[config.mk]
export PLATFORM = sky130hd
export DESIGN_NAME = multi_ball_motion
export DESIGN_NICKNAME = d
export VERILOG_FILES = /design/src/rtl/multi_ball_motion.sv
export SDC_FILE = /design/constraint.sdc
export NUM_CORES = 1
export LEC_CHECK = 0
export CORE_ASPECT_RATIO = 1.5
export CORE_UTILIZATION = 65
export DETAILED_ROUTE_END_ITERATION = 8
export PLACE_DENSITY = 0.91
export REMOVE_ABC_BUFFERS = 1
export SKIP_CTS_REPAIR_TIMING = 1
export SLEW_MARGIN = 10
export SYNTH_ARGS = -nofsm -noshare
export SYNTH_HDL_FRONTEND = slang
export SYNTH_SLANG_ARGS = --single-unit
[constraint.sdc]
create_clock -name frame_clk -period 16.41 [get_ports frame_clk]
set_clock_uncertainty 0.1 [all_clocks]
set_input_delay 2.4615 -clock frame_clk [delete_from_list [all_inputs] [get_ports frame_clk]]
set_output_delay 2.4615 -clock frame_clk [all_outputs]
set_load 0.005 [all_outputs]
[src/rtl/multi_ball_motion.sv]
// multi_ball_motion: NUM_BALLS keyboard-steered balls with per-ball speed, selection and pause.
// Define MOTION_WRAP_EN to wrap balls to the opposite edge instead of bouncing.
module multi_ball_motion #(
  parameter int NUM_BALLS = 4,
  parameter int COORD_W = 10,
  parameter int X_MIN = 0,
  parameter int X_MAX = 639,
  parameter int Y_MIN = 0,
  parameter int Y_MAX = 479,
  parameter int BALL_S = 16,
  parameter int STEP_MAX = 4
)(
  input  logic frame_clk,
  input  logic Reset,
  input  logic [7:0] keycode,
  output logic [NUM_BALLS*COORD_W-1:0] BallX,
  output logic [NUM_BALLS*COORD_W-1:0] BallY,
  output logic [COORD_W-1:0] BallS,
  output logic [(NUM_BALLS > 1 ? $clog2(NUM_BALLS) : 1)-1:0] Sel,
  output logic Paused
);
  localparam int SEL_W = NUM_BALLS > 1 ? $clog2(NUM_BALLS) : 1;
  localparam int SPD_W = $clog2(STEP_MAX + 1);
  localparam int CW2 = COORD_W + 2;
  localparam logic signed [CW2-1:0] XLO = CW2'(X_MIN + BALL_S);
  localparam logic signed [CW2-1:0] XHI = CW2'(X_MAX - BALL_S);
  localparam logic signed [CW2-1:0] YLO = CW2'(Y_MIN + BALL_S);
  localparam logic signed [CW2-1:0] YHI = CW2'(Y_MAX - BALL_S);
  localparam logic [7:0] K_W = 8'h1A, K_S = 8'h16, K_A = 8'h04, K_D = 8'h07;
  localparam logic [7:0] K_TAB = 8'h2B, K_SPACE = 8'h2C, K_INC = 8'h2E, K_DEC = 8'h2D;
  localparam logic RUN = 1'b0, PAUSED = 1'b1;

  // Returns {direction, position} after one frame of motion on one axis.
  function automatic logic [COORD_W+1:0] axis(input logic [COORD_W-1:0] p, input logic signed [1:0] d,
                                                input logic [SPD_W-1:0] s, input logic signed [CW2-1:0] lo,
                                                input logic signed [CW2-1:0] hi);
    logic signed [CW2-1:0] v, c;
    v = $signed({{(CW2-SPD_W){1'b0}}, s});
    c = $signed({2'b00, p}) + (d == 2'sb01 ? v : d == 2'sb11 ? -v : '0);
`ifdef MOTION_WRAP_EN
    axis = c > hi ? {d, lo[COORD_W-1:0]} : c < lo ? {d, hi[COORD_W-1:0]} : {d, c[COORD_W-1:0]};
`else
    axis = c > hi ? {2'b11, hi[COORD_W-1:0]} : c < lo ? {2'b01, lo[COORD_W-1:0]} : {d, c[COORD_W-1:0]};
`endif
  endfunction

  logic [7:0] prev_key;
  logic state, paused_n, tab_e, space_e, inc_e, dec_e, dir_key;
  logic signed [1:0] kdx, kdy;
  logic [SEL_W-1:0] sel;

  always_comb begin
    tab_e = keycode == K_TAB && prev_key != K_TAB;
    space_e = keycode == K_SPACE && prev_key != K_SPACE;
    inc_e = keycode == K_INC && prev_key != K_INC;
    dec_e = keycode == K_DEC && prev_key != K_DEC;
    dir_key = keycode inside {K_W, K_S, K_A, K_D};
    kdx = keycode == K_A ? 2'sb11 : keycode == K_D ? 2'sb01 : 2'sb00;
    kdy = keycode == K_W ? 2'sb11 : keycode == K_S ? 2'sb01 : 2'sb00;
    paused_n = state ^ space_e;
  end

  always_ff @(posedge frame_clk)
    if (Reset) begin
      prev_key <= '0;
      state <= RUN;
      sel <= '0;
    end else begin
      prev_key <= keycode;
      state <= paused_n;
      if (tab_e) sel <= sel == SEL_W'(NUM_BALLS - 1) ? '0 : sel + SEL_W'(1);
    end

  assign Sel = sel;
  assign Paused = state;
  assign BallS = COORD_W'(BALL_S);

  for (genvar i = 0; i < NUM_BALLS; i++) begin : g_ball
    localparam int X0 = X_MIN + (i + 1) * (X_MAX - X_MIN + 1) / (NUM_BALLS + 1);
    localparam int Y0 = (Y_MIN + Y_MAX + 1) / 2;
    logic [COORD_W-1:0] px, py;
    logic signed [1:0] dx, dy, ex, ey;
    logic [SPD_W-1:0] spd, spd_n;
    logic [COORD_W+1:0] nx, ny;
    logic me;
    always_comb begin
      me = sel == SEL_W'(i);
      spd_n = !me || state == PAUSED ? spd :
              inc_e && spd < SPD_W'(STEP_MAX) ? spd + SPD_W'(1) :
              dec_e && spd > SPD_W'(1) ? spd - SPD_W'(1) : spd;
      ex = me && dir_key ? kdx : dx;
      ey = me && dir_key ? kdy : dy;
      nx = axis(px, ex, spd_n, XLO, XHI);
      ny = axis(py, ey, spd_n, YLO, YHI);
    end
    always_ff @(posedge frame_clk)
      if (Reset) begin
        px <= COORD_W'(X0);
        py <= COORD_W'(Y0);
        dx <= 2'sb01;
        dy <= 2'(i % 2);
        spd <= SPD_W'(1);
      end else if (!paused_n) begin
        {dx, px} <= nx;
        {dy, py} <= ny;
        spd <= spd_n;
      end
    assign BallX[i*COORD_W +: COORD_W] = px;
    assign BallY[i*COORD_W +: COORD_W] = py;
  end
endmodule

Word-level counts from Yosys, hierarchy flattened
Cells that the tools add are included.
- register bits after elaboration: 119
- latch bits: 0
- memory bits (writable): 0
- memory bits (read-only): 0
- input port bits: 10
- output and inout bits: 93
- word-level logic and storage cells: 183
- memories: 0
- $add $sub $neg: 21
- multipliers: 0
- divide/modulo/power cells: 0
- magnitude comparators: 24
- equality and inequality tests: 31
- shift-type cells: 0
- multiplexer cells: 57
- bitwise logic cells: 1
- reductions and logical operators: 26
- operator list (cell ; number):
    $mux W12 ; 32
    $add A10 B12 Y12 ; 8
    $lt A12 B6 Y1 const B ; 8
    $gt A12 B10 Y1 const B ; 4
    $gt A12 B11 Y1 const B ; 4
    $neg A3 Y12 ; 4
    $mux W3 ; 12
    $eq A8 B6 Y1 const B ; 4
    $ne A8 B6 Y1 const B ; 4
    $mux W2 ; 11
    $eq A2 B2 Y1 const B ; 10
    $eq A2 B1 Y1 const B ; 9
    $eq A8 B3 Y1 const B ; 2
    $eq A8 B5 Y1 const B ; 2
    $logic_and A1 B1 Y1 ; 16
    $add A3 B1 Y3 const B ; 4
    $gt A3 B1 Y1 const B ; 4
    $lt A3 B3 Y1 const B ; 4
    $sub A3 B1 Y3 const B ; 4
    $logic_not A1 Y1 ; 4
    $logic_or A1 B1 Y1 ; 4
    $reduce_bool A4 Y1 ; 1
    $add A2 B1 Y2 const B ; 1
    $logic_not A2 Y1 ; 1
    2 further kinds ; 3

Depth between registers and ports, before layout
Gate-level depths: netlist of the first run.
- depth after elaboration: 13
- mapped depth: 27
- mapped depth without buffers: 27

Worst setup path after synthesis of the first run
OpenSTA, ideal clock, no wires.
- kind: input -> register
- start point: input keycode[4]
- end point: register g_ball[3].dy[1]
- setup time: 92 ps
- arrival time: 7107 ps
- required time: 16218 ps
- slack: 9111 ps
- cell stages on the path: 20
- path buffers: 2
- cells stage by stage: nor4b_4 > nand4_2 > or3_1 > a21oi_1 > xnor2_1 > ha_1 > ha_1 > clkbuf_1 > nor2_1 > ha_1 > clkbuf_1 > a21oi_1 > a21oi_1 > o221ai_1 > nor2_1 > a311oi_1 > nor3b_1 > a211oi_1 > o21a_1 > o32ai_1
- cells in the longest elaborated chain, start to end: 13
- elaborated cells between the ends (all ways): 31
- classes of those cells: add/sub (2); order compare (2); eq/ne (9); mux (10); bitwise (1); reduce/logical (7)
- RTL lines (what ; line ; RTL):
    start, declared ; 15 ; input logic [7:0] keycode,
    $eq A8 B6 Y1 ; 56 ; dec_e = keycode == K_DEC && prev_key != K_DEC;
    $logic_and A1 B1 Y1 ; 56 ;
    $logic_and A1 B1 Y1 ; 90 ; dec_e && spd > SPD_W'(1) ? spd - SPD_W'(1) : spd;
    $mux W3 ; 90 ;
    $mux W3 ; 89 ; inc_e && spd < SPD_W'(STEP_MAX) ? spd + SPD_W'(1) :
    $mux W3 ; 88 ; spd_n = !me || state == PAUSED ? spd :
    $neg A3 Y12 ; 39 ; c = $signed({2'b00, p}) + (d == 2'sb01 ? v : d == 2'sb11 ? -v : '0);
    $mux W12 (2 in a row) ; 39 ;
    $add A10 B12 Y12 ; 39 ;
    $lt A12 B6 Y1 ; 43 ; axis = c > hi ? {2'b11, hi[COORD_W-1:0]} : c < lo ? {2'b01, lo[COORD_W-1:0]} : {d, c[COORD_W-1:0]};
    $mux W12 (2 in a row) ; 43 ;
    end signal, assigned ; 101 ; dy <= 2'(i % 2);
    end signal, assigned ; 105 ; {dy, py} <= ny;
    end, declared ; 82 ; logic signed [1:0] dx, dy, ex, ey;
Several ways; a longest one is shown, not always the timed one.
A chain may end at the register's enable or synchronous reset.

Final worst setup path of the first run
- start point: input keycode[4]
- end point: register g_ball[3].px[3]
- cells in the longest elaborated chain, start to end: 13
- elaborated cells between the ends (all ways): 31
- classes of those cells: add/sub (2); order compare (2); eq/ne (9); mux (10); bitwise (1); reduce/logical (7)
- RTL lines (what ; line ; RTL):
    $eq A8 B6 Y1 ; 56 ;
    $logic_and A1 B1 Y1 ; 56 ;
    $logic_and A1 B1 Y1 ; 90 ;
    $mux W3 ; 90 ;
    $mux W3 ; 89 ;
    $mux W3 ; 88 ;
    $neg A3 Y12 ; 39 ;
    $mux W12 (2 in a row) ; 39 ;
    $add A10 B12 Y12 ; 39 ;
    $lt A12 B6 Y1 ; 43 ;
    $mux W12 (2 in a row) ; 43 ;
    end signal, assigned ; 98 ; px <= COORD_W'(X0);
    end signal, assigned ; 104 ; {dx, px} <= nx;
    end, declared ; 81 ; logic [COORD_W-1:0] px, py;
Several ways; a longest one is shown, not always the timed one.

==> key figures, run 1 <==
Synth
  • Syn Area/Cell: 7.74 um2
  • Cell variety after synth: 117
  • Xor/xnor cell area share of the yosys netlist: 5.71%
  • Mapped Area: about 12000 um2
  • Adder-Cell Fraction of Synth Area: 10.5%
  • Largest cells by area after synthesis: dfxtp_1, ha_1, nor2_1, xnor2_1, nand2_1
  • Leading area contributor after synthesis: dfxtp_1
  • Share of the synthesized area in the top cell type: 20.0%
  • FFs w/ async S/R, synth: 0%
  • Largest family of logic cells by synthesized area: compound AO/OA/AOI/OAI gates
  • Post-synthesis compound-gate area fraction: a little under a third
  • Synth warn: 0
  • Register area share after synthesis: 20.0%
  • EDFF count, synth: 0
  • Synth Area in Simple Gates: 23.6%
  • Top FF cell, synth: dfxtp_1
  • Synth Instances: around 1.5k
  • Post-synthesis mux area share: 2.83%
  • Seq cells post-synth: roughly 120

Route
  • Routed len/inst: 19.4 um
  • Post-route ant nets: 0
  • DR iter-0 viols: ~1.1k
  • DRC violations left: 0
  • DRT Pass-1 Iters: 5
  • Via count: about 13k
  • Post-Route WL: between 30 and 40 mm
  • DR vias/cell: 7.08

Final layout
  • Seq. cell area: 2380 um2
  • Fraction of layout cells with a size suffix above 1: 7.98%
  • Antenna diode count: 0
  • Non-Filler Instances: ~1.8k
  • Utilization after layout: between 70% and 80%
  • Post-layout net count: 1672
  • # fillers: 1341
  • Area growth, synth to finish: 12.2%
  • Multi-input combinational cell area: a little under 9000 um2

CTS
  • Worst-case clock buffer depth: 2
  • Root Driver: clkbuf_16
  • CTS tree: yes
  • Clock-pin slew on the worst setup and hold paths: about 0.060 ns
  • CTS buffer count: 17
  • H-tree levels: 4
  • Worst skew pair latency: around 0.43 ns
  • Clk sinks: 119

Placement
  • I/O Buffers: 92
  • Final GP Congestion: 0.955
  • Post-DP HPWL: roughly 24 mm
  • Placed insts: 1776
  • Setup WS pre-CTS: 7.47 ns

Critical path
  • Worst Path Required: roughly 17 ns
  • CP max FO: 11
  • CP arrival: 8.87 ns
  • WS Path Type: in -> reg
  • CP Launch Type: primary input
  • Reg-to-Reg End: g_ball[3].px[3]
  • FF-to-FF setup slack: 9.85 ns
  • Crit path from: keycode[4]
  • Worst R2R Start: Sel[0]
  • Crit. End Element: register
  • R2R depth: 24
  • Setup crit end: g_ball[3].px[3]

Power
  • Pwr dens: 193 nW/um2
  • Maximum VDD drop: between 100 and 150 uV
  • LEAKAGE: about 5.4 nW

STA
  • Rel. slew slack: around 20%
  • Fmax: 116 MHz
  • Final min period: 8.65 ns
  • Final TNS setup: 0 ns
  • Setup violations, final: 0
  • Slew Limit Fails: 0
  • Worst-Margin Slew: 1.18 ns
  • Hold Vio Cnt, Final: 0
  • Post-route setup slack: 7.76 ns
  • Worst hold slack: 0.369 ns
  • RSZ-0062 raised after global routing: false
  • Tcrit/Tclk final: 52.7%

Status
  • Status: completed

GRT
  • Initial antenna violation count: 0
  • Vias in the first global route: 12.4k
  • First-pass GRT wire length: just under 60 mm
  • Largest net degree at the start of global routing: 70
  • Total grt overflow: 0
  • GRT Total Usage: a little under two fifths

Floorplanning
  • Vert. Die Dim: 168 um
  • Die width: 112 um
  • FP Rows: 60
  • Starting Density: 66.3%
  • Total I/O pin count: 103
  • Core footprint: 17900 um2
  • Die area: 18900 um2

Hold path
  • Hold crit path type: reg -> reg

Run
  • Max-Cap Viols: 0
==> cells by family (layout without fill, tap and decap cells) <==
logic type	count (synthesis)	after routing
XOR/XNOR	76	76
adder cells (fa/ha/maj)	98	98
other	2	10
AND/OR/NAND/NOR	545	545
AO/OA/AOI/OAI	511	511
buffers and inverters	153	199
multiplexers	33	33
flip-flops	119	119
==> worst max-delay path: stages <==
cell	delay, ns
clkdlybuf4s50_1	0.50
nor4b_4	0.49
nand4_1	0.29
nor4_1	0.33
a311oi_1	0.09
a41oi_1	0.54
inv_2	0.19
ha_1	0.33
inv_1	0.08
nor2_1	0.05
a21oi_1	0.13
nor2_1	0.08
ha_1	0.31
a21o_1	0.18
and3_1	0.19
o21ai_0	0.21
o21a_1	0.16
a31oi_1	0.08
a221o_1	0.39
a31oi_1	0.19
xor2_1	0.67
nand4_1	0.35
and4b_1	0.30
a211o_1	0.26
==> state kept, by name, summed over array words and instances, names as in the netlist <==
signal,flops
g_ball.px,40
g_ball.py,40
g_ball.spd,12
g_ball.dx,8
g_ball.dy,8
prev_key,8
Sel,2
Paused,1
==> how the worst min path moves through the flow <==
stage,end,start,slack [ns],cells after the start
6_report,g_ball[0].px[0],g_ball[0].px[0],0.37,2
5_1_grt,g_ball[0].dy[1],g_ball[0].dy[1],0.39,2
4_1_cts,g_ball[0].px[0],g_ball[0].px[0],0.37,2
3_5_place_dp,g_ball[0].px[0],g_ball[0].px[0],0.36,2
3_3_place_gp,g_ball[0].dy[1],g_ball[0].dy[1],0.36,2
2_1_floorplan,g_ball[0].dy[1],g_ball[0].dy[1],0.35,2
==> cell usage in the layout, fill, tap and decap left out, types with 28 or more instances in the layout <==
master | Yosys | layout
nor3_1 | 39 | 39
nor2_1 | 165 | 165
dfxtp_1 | 119 | 119
xnor2_1 | 54 | 53
o211ai_1 | 29 | 29
o21ai_0 | 76 | 76
nand2_1 | 115 | 115
a211oi_1 | 30 | 30
ha_1 | 76 | 76
nand3_1 | 42 | 42
inv_1 | 61 | 61
a31oi_1 | 37 | 37
mux2i_1 | 28 | 28
a21oi_1 | 83 | 83
clkdlybuf4s50_1 | 0 | 91
==> report_power, final <==
part / switching, mW / internal, mW
Clock: 0.153 / 0.223
Combinational: 0.945 / 0.757
Sequential: 0.123 / 0.378
Total: 1.22 / 1.36
==> synthesized netlist by cell type, drive strengths merged, types with 9 or more instances <==
| library cell | instances |
|---|---|
| a211oi | 30 |
| nand4 | 17 |
| nor4 | 15 |
| o32ai | 13 |
| mux2i | 28 |
| xor2 | 21 |
| nor3 | 40 |
| a21boi | 11 |
| nor2b | 14 |
| a21oi | 90 |
| o21bai | 10 |
| maj3 | 14 |
| o22ai | 12 |
| nand2b | 23 |
| o211ai | 29 |
| nand3 | 42 |
| o21a | 13 |
| a211o | 13 |
| a221oi | 16 |
| ha | 76 |
| a21o | 19 |
| nor2 | 167 |
| dfxtp | 119 |
| or3 | 25 |
| inv | 66 |
| a31oi | 39 |
| clkbuf | 57 |
| and3 | 13 |
| xnor2 | 54 |
| a22o | 15 |
| a31o | 9 |
| buf | 30 |
| nand2 | 115 |
| and2 | 20 |
| o21ai | 89 |
==> metal layers <==
layer,wire [um],vias up,global-route usage (%)
met4,2000,0,25.7
li1,-,5877,-
met1,13300,6055,41.0
met3,2540,202,7.09
met2,17300,660,65.4
met5,0,-,0
==> cell type report <==
type	count	area share [%]
timing repair buffer	101	7.36
sequential	119	17.8
clock inverter	15	1.16
inverter	66	1.85
clock buffer	17	3.19
multi-input combinational	1273	66.6
tap	217	2.03
==> through the flow <==
step	power (mW)	area, um2
2_1_floorplan	1.70	11500
6_report	2.58	13400
3_3_place_gp	2.09	12800
3_5_place_dp	2.14	12800
4_1_cts	2.54	13400
5_1_grt	2.77	13400
(Power assumes the default switching activity.)
==> run 2, diff against run 1 <==
--- a/config.mk
+++ b/config.mk
@@ -6,9 +6,9 @@
 export NUM_CORES = 1
 export LEC_CHECK = 0
 export CORE_ASPECT_RATIO = 1.5
-export CORE_UTILIZATION = 65
+export CORE_UTILIZATION = 54
 export DETAILED_ROUTE_END_ITERATION = 8
-export PLACE_DENSITY = 0.91
+export PLACE_DENSITY = 0.81
 export REMOVE_ABC_BUFFERS = 1
 export SKIP_CTS_REPAIR_TIMING = 1
 export SLEW_MARGIN = 10
==> constraint.sdc (replaced) <==
create_clock -name frame_clk -period 7.6 [get_ports frame_clk]
set_clock_uncertainty 0.1 [all_clocks]
set_input_delay 1.14 -clock frame_clk [delete_from_list [all_inputs] [get_ports frame_clk]]
set_output_delay 1.14 -clock frame_clk [all_outputs]
set_load 0.005 [all_outputs]
==> key figures, run 2 (synthesis gave the netlist of run 1 again) <==
Critical path
  • WS Path Type: in -> reg
  • CP arrival: 7.30 ns
  • Worst R2R Start: Sel[1]
  • Crit. End Element: register
  • FF-to-FF setup slack: ~1.5 ns
  • Reg-to-Reg End: g_ball[3].py[1]
  • R2R depth: 24
  • CP max FO: 9
  • CP Launch Type: primary input
  • Worst Path Required: between 7 and 8 ns

Floorplanning
  • Total I/O pin count: 103
  • Die area: 22700 um2
  • Core footprint: between 20000 and 25000 um2
  • FP Rows: 66
  • Starting Density: a little under three fifths
  • Vert. Die Dim: 184 um
  • Die width: 123 um

GRT
  • GRT Total Usage: a little under a third
  • Total grt overflow: 0
  • Vias in the first global route: 11.9k
  • First-pass GRT wire length: between 50 and 60 mm
  • Initial antenna violation count: 0
  • Largest net degree at the start of global routing: 60

Route
  • Post-Route WL: 34.3 mm
  • DRT Pass-1 Iters: 5
  • DR iter-0 viols: ~1.0k
  • Post-route ant nets: 0
  • DRC violations left: 0
  • Routed len/inst: ~18 um
  • Via count: between 10k and 15k
  • DR vias/cell: approximately 6.6

CTS
  • CTS buffer count: 17
  • Root Driver: clkbuf_16
  • Clock-pin slew on the worst setup and hold paths: 0.06 ns
  • H-tree levels: 4
  • Worst-case clock buffer depth: 2
  • Clk sinks: around 120
  • CTS tree: yes
  • Worst skew pair latency: between 0.4 and 0.5 ns

STA
  • Slew Limit Fails: 0
  • Setup violations, final: 0
  • Hold Vio Cnt, Final: 0
  • Rel. slew slack: 25.1%
  • Worst-Margin Slew: 1.11 ns
  • Fmax: around 140 MHz
  • Tcrit/Tclk final: 92.9%
  • RSZ-0062 raised after global routing: false
  • Final min period: slightly above 7 ns
  • Final TNS setup: 0 ns

Power
  • Pwr dens: 406 nW/um2
  • LEAKAGE: 5.45 nW
  • Maximum VDD drop: around 250 uV
  • Tot Pwr: ~5.5 mW

Hold path
  • Hold_sp: g_ball[1].py[8]
  • Hold path cells: 2
  • Hold crit path type: reg -> reg
  • WHS Endpoint: g_ball[1].py[8]

Final layout
  • Non-Filler Instances: 1883
  • Post-layout net count: 1692
  • Largest registers: g_ball.px (40), g_ball.py (40), g_ball.spd (12)
  • Most common cell after layout, fill and taps aside: nor2_1
  • Most frequent cells in the layout: nor2_1, dfxtp_1, nand2_1
  • Antenna diode count: 0
  • Utilization after layout: 62.7%
  • Area growth, synth to finish: 13.9%
  • Fraction of layout cells with a size suffix above 1: 9.00%

Placement
  • Final GP Congestion: 0.990
  • Placed insts: 1851
  • I/O Buffers: 92
  • Post-DP HPWL: 24.6 mm

Run
  • Max-Cap Viols: 0

Status
  • Status: completed
run 2: cell count changes in the layout (fill, tap and decap cells not counted), sizes merged:
cell / before / now
buf: 10 / 30
bufinv: 2 / 1
clkbuf: 17 / 21
clkinv: 5 / 6
clkinvlp: 6 / 4
inv: 68 / 66
run 2: how the worst max path moves through the flow:
stage | startpoint | depth (start not counted) | endpoint
global placement | keycode[4] | 24 | g_ball[3].py[1]
global route | keycode[4] | 24 | g_ball[3].py[0]
CTS | keycode[4] | 24 | g_ball[3].py[0]
detailed placement | keycode[4] | 24 | g_ball[3].py[0]
floorplan | keycode[4] | 21 | g_ball[2].py[4]
finish | keycode[4] | 24 | g_ball[3].py[1]
run 2: metrics by stage:
| step | cell area [um2] | setup WS (ns) | hold slack, ns |
|---|---|---|---|
| 3_5_place_dp | 13000 | 0.211 | 0.361 |
| 6_report | 13600 | 0.536 | 0.376 |
| 4_1_cts | 13600 | 0.615 | 0.380 |
| 3_3_place_gp | 13000 | 0.469 | 0.360 |
| 5_1_grt | 13600 | 0.111 | 0.415 |
| 2_1_floorplan | 11500 | 1.33 | 0.347 |
run 2: where the power goes:
part / switching, mW / leakage, nW / internal (mW)
clock: 0.322 / 0.265 / 0.466
combinational: 1.98 / 4.21 / 1.66
sequential: 0.268 / 0.981 / 0.816
total: 2.57 / 5.45 / 2.94
run 2: per-layer routing:
| metal | up-vias | track usage (%) | share of wire [%] | routed length [um] |
|---|---|---|---|---|
| li1 | 5904 | - | - | - |
| met1 | 5880 | 34.5 | 39 | 13400 |
| met2 | 524 | 54.3 | 50 | 17200 |
| met3 | 134 | 4.28 | 5.8 | 1980 |
| met4 | 0 | 18.6 | 5.1 | 1740 |
| met5 | - | 0 | 0 | 0 |
run 2: worst max-delay path, cell delays in order:
cell and delay (ns):
clkdlybuf4s50_1 0.51, nor4b_4 0.55, nand4_2 0.29, or3_1 0.43, a21oi_1 0.28, xnor2_1 0.24
ha_1 0.23, ha_1 0.23, inv_1 0.07, nor2_1 0.04, a21oi_1 0.16, nor2_1 0.06
ha_1 0.34, a21oi_1 0.31, nand2b_1 0.11, a21oi_1 0.18, a21oi_1 0.09, o221ai_1 0.24
nor2_1 0.07, a311oi_1 0.49, nor3b_1 0.46, a211oi_1 0.17, o21a_1 0.30, o32ai_1 0.31
run 2: area by class of cell:
type                    instances  area, um2
clock buffers                  21        460
clock inverters                11        101
fillers                      1887       8080
inverters                      66        248
multi-input cells            1273       8890
flip-flops and latches        119       2380
well taps                     272        340
repair buffers                121       1130
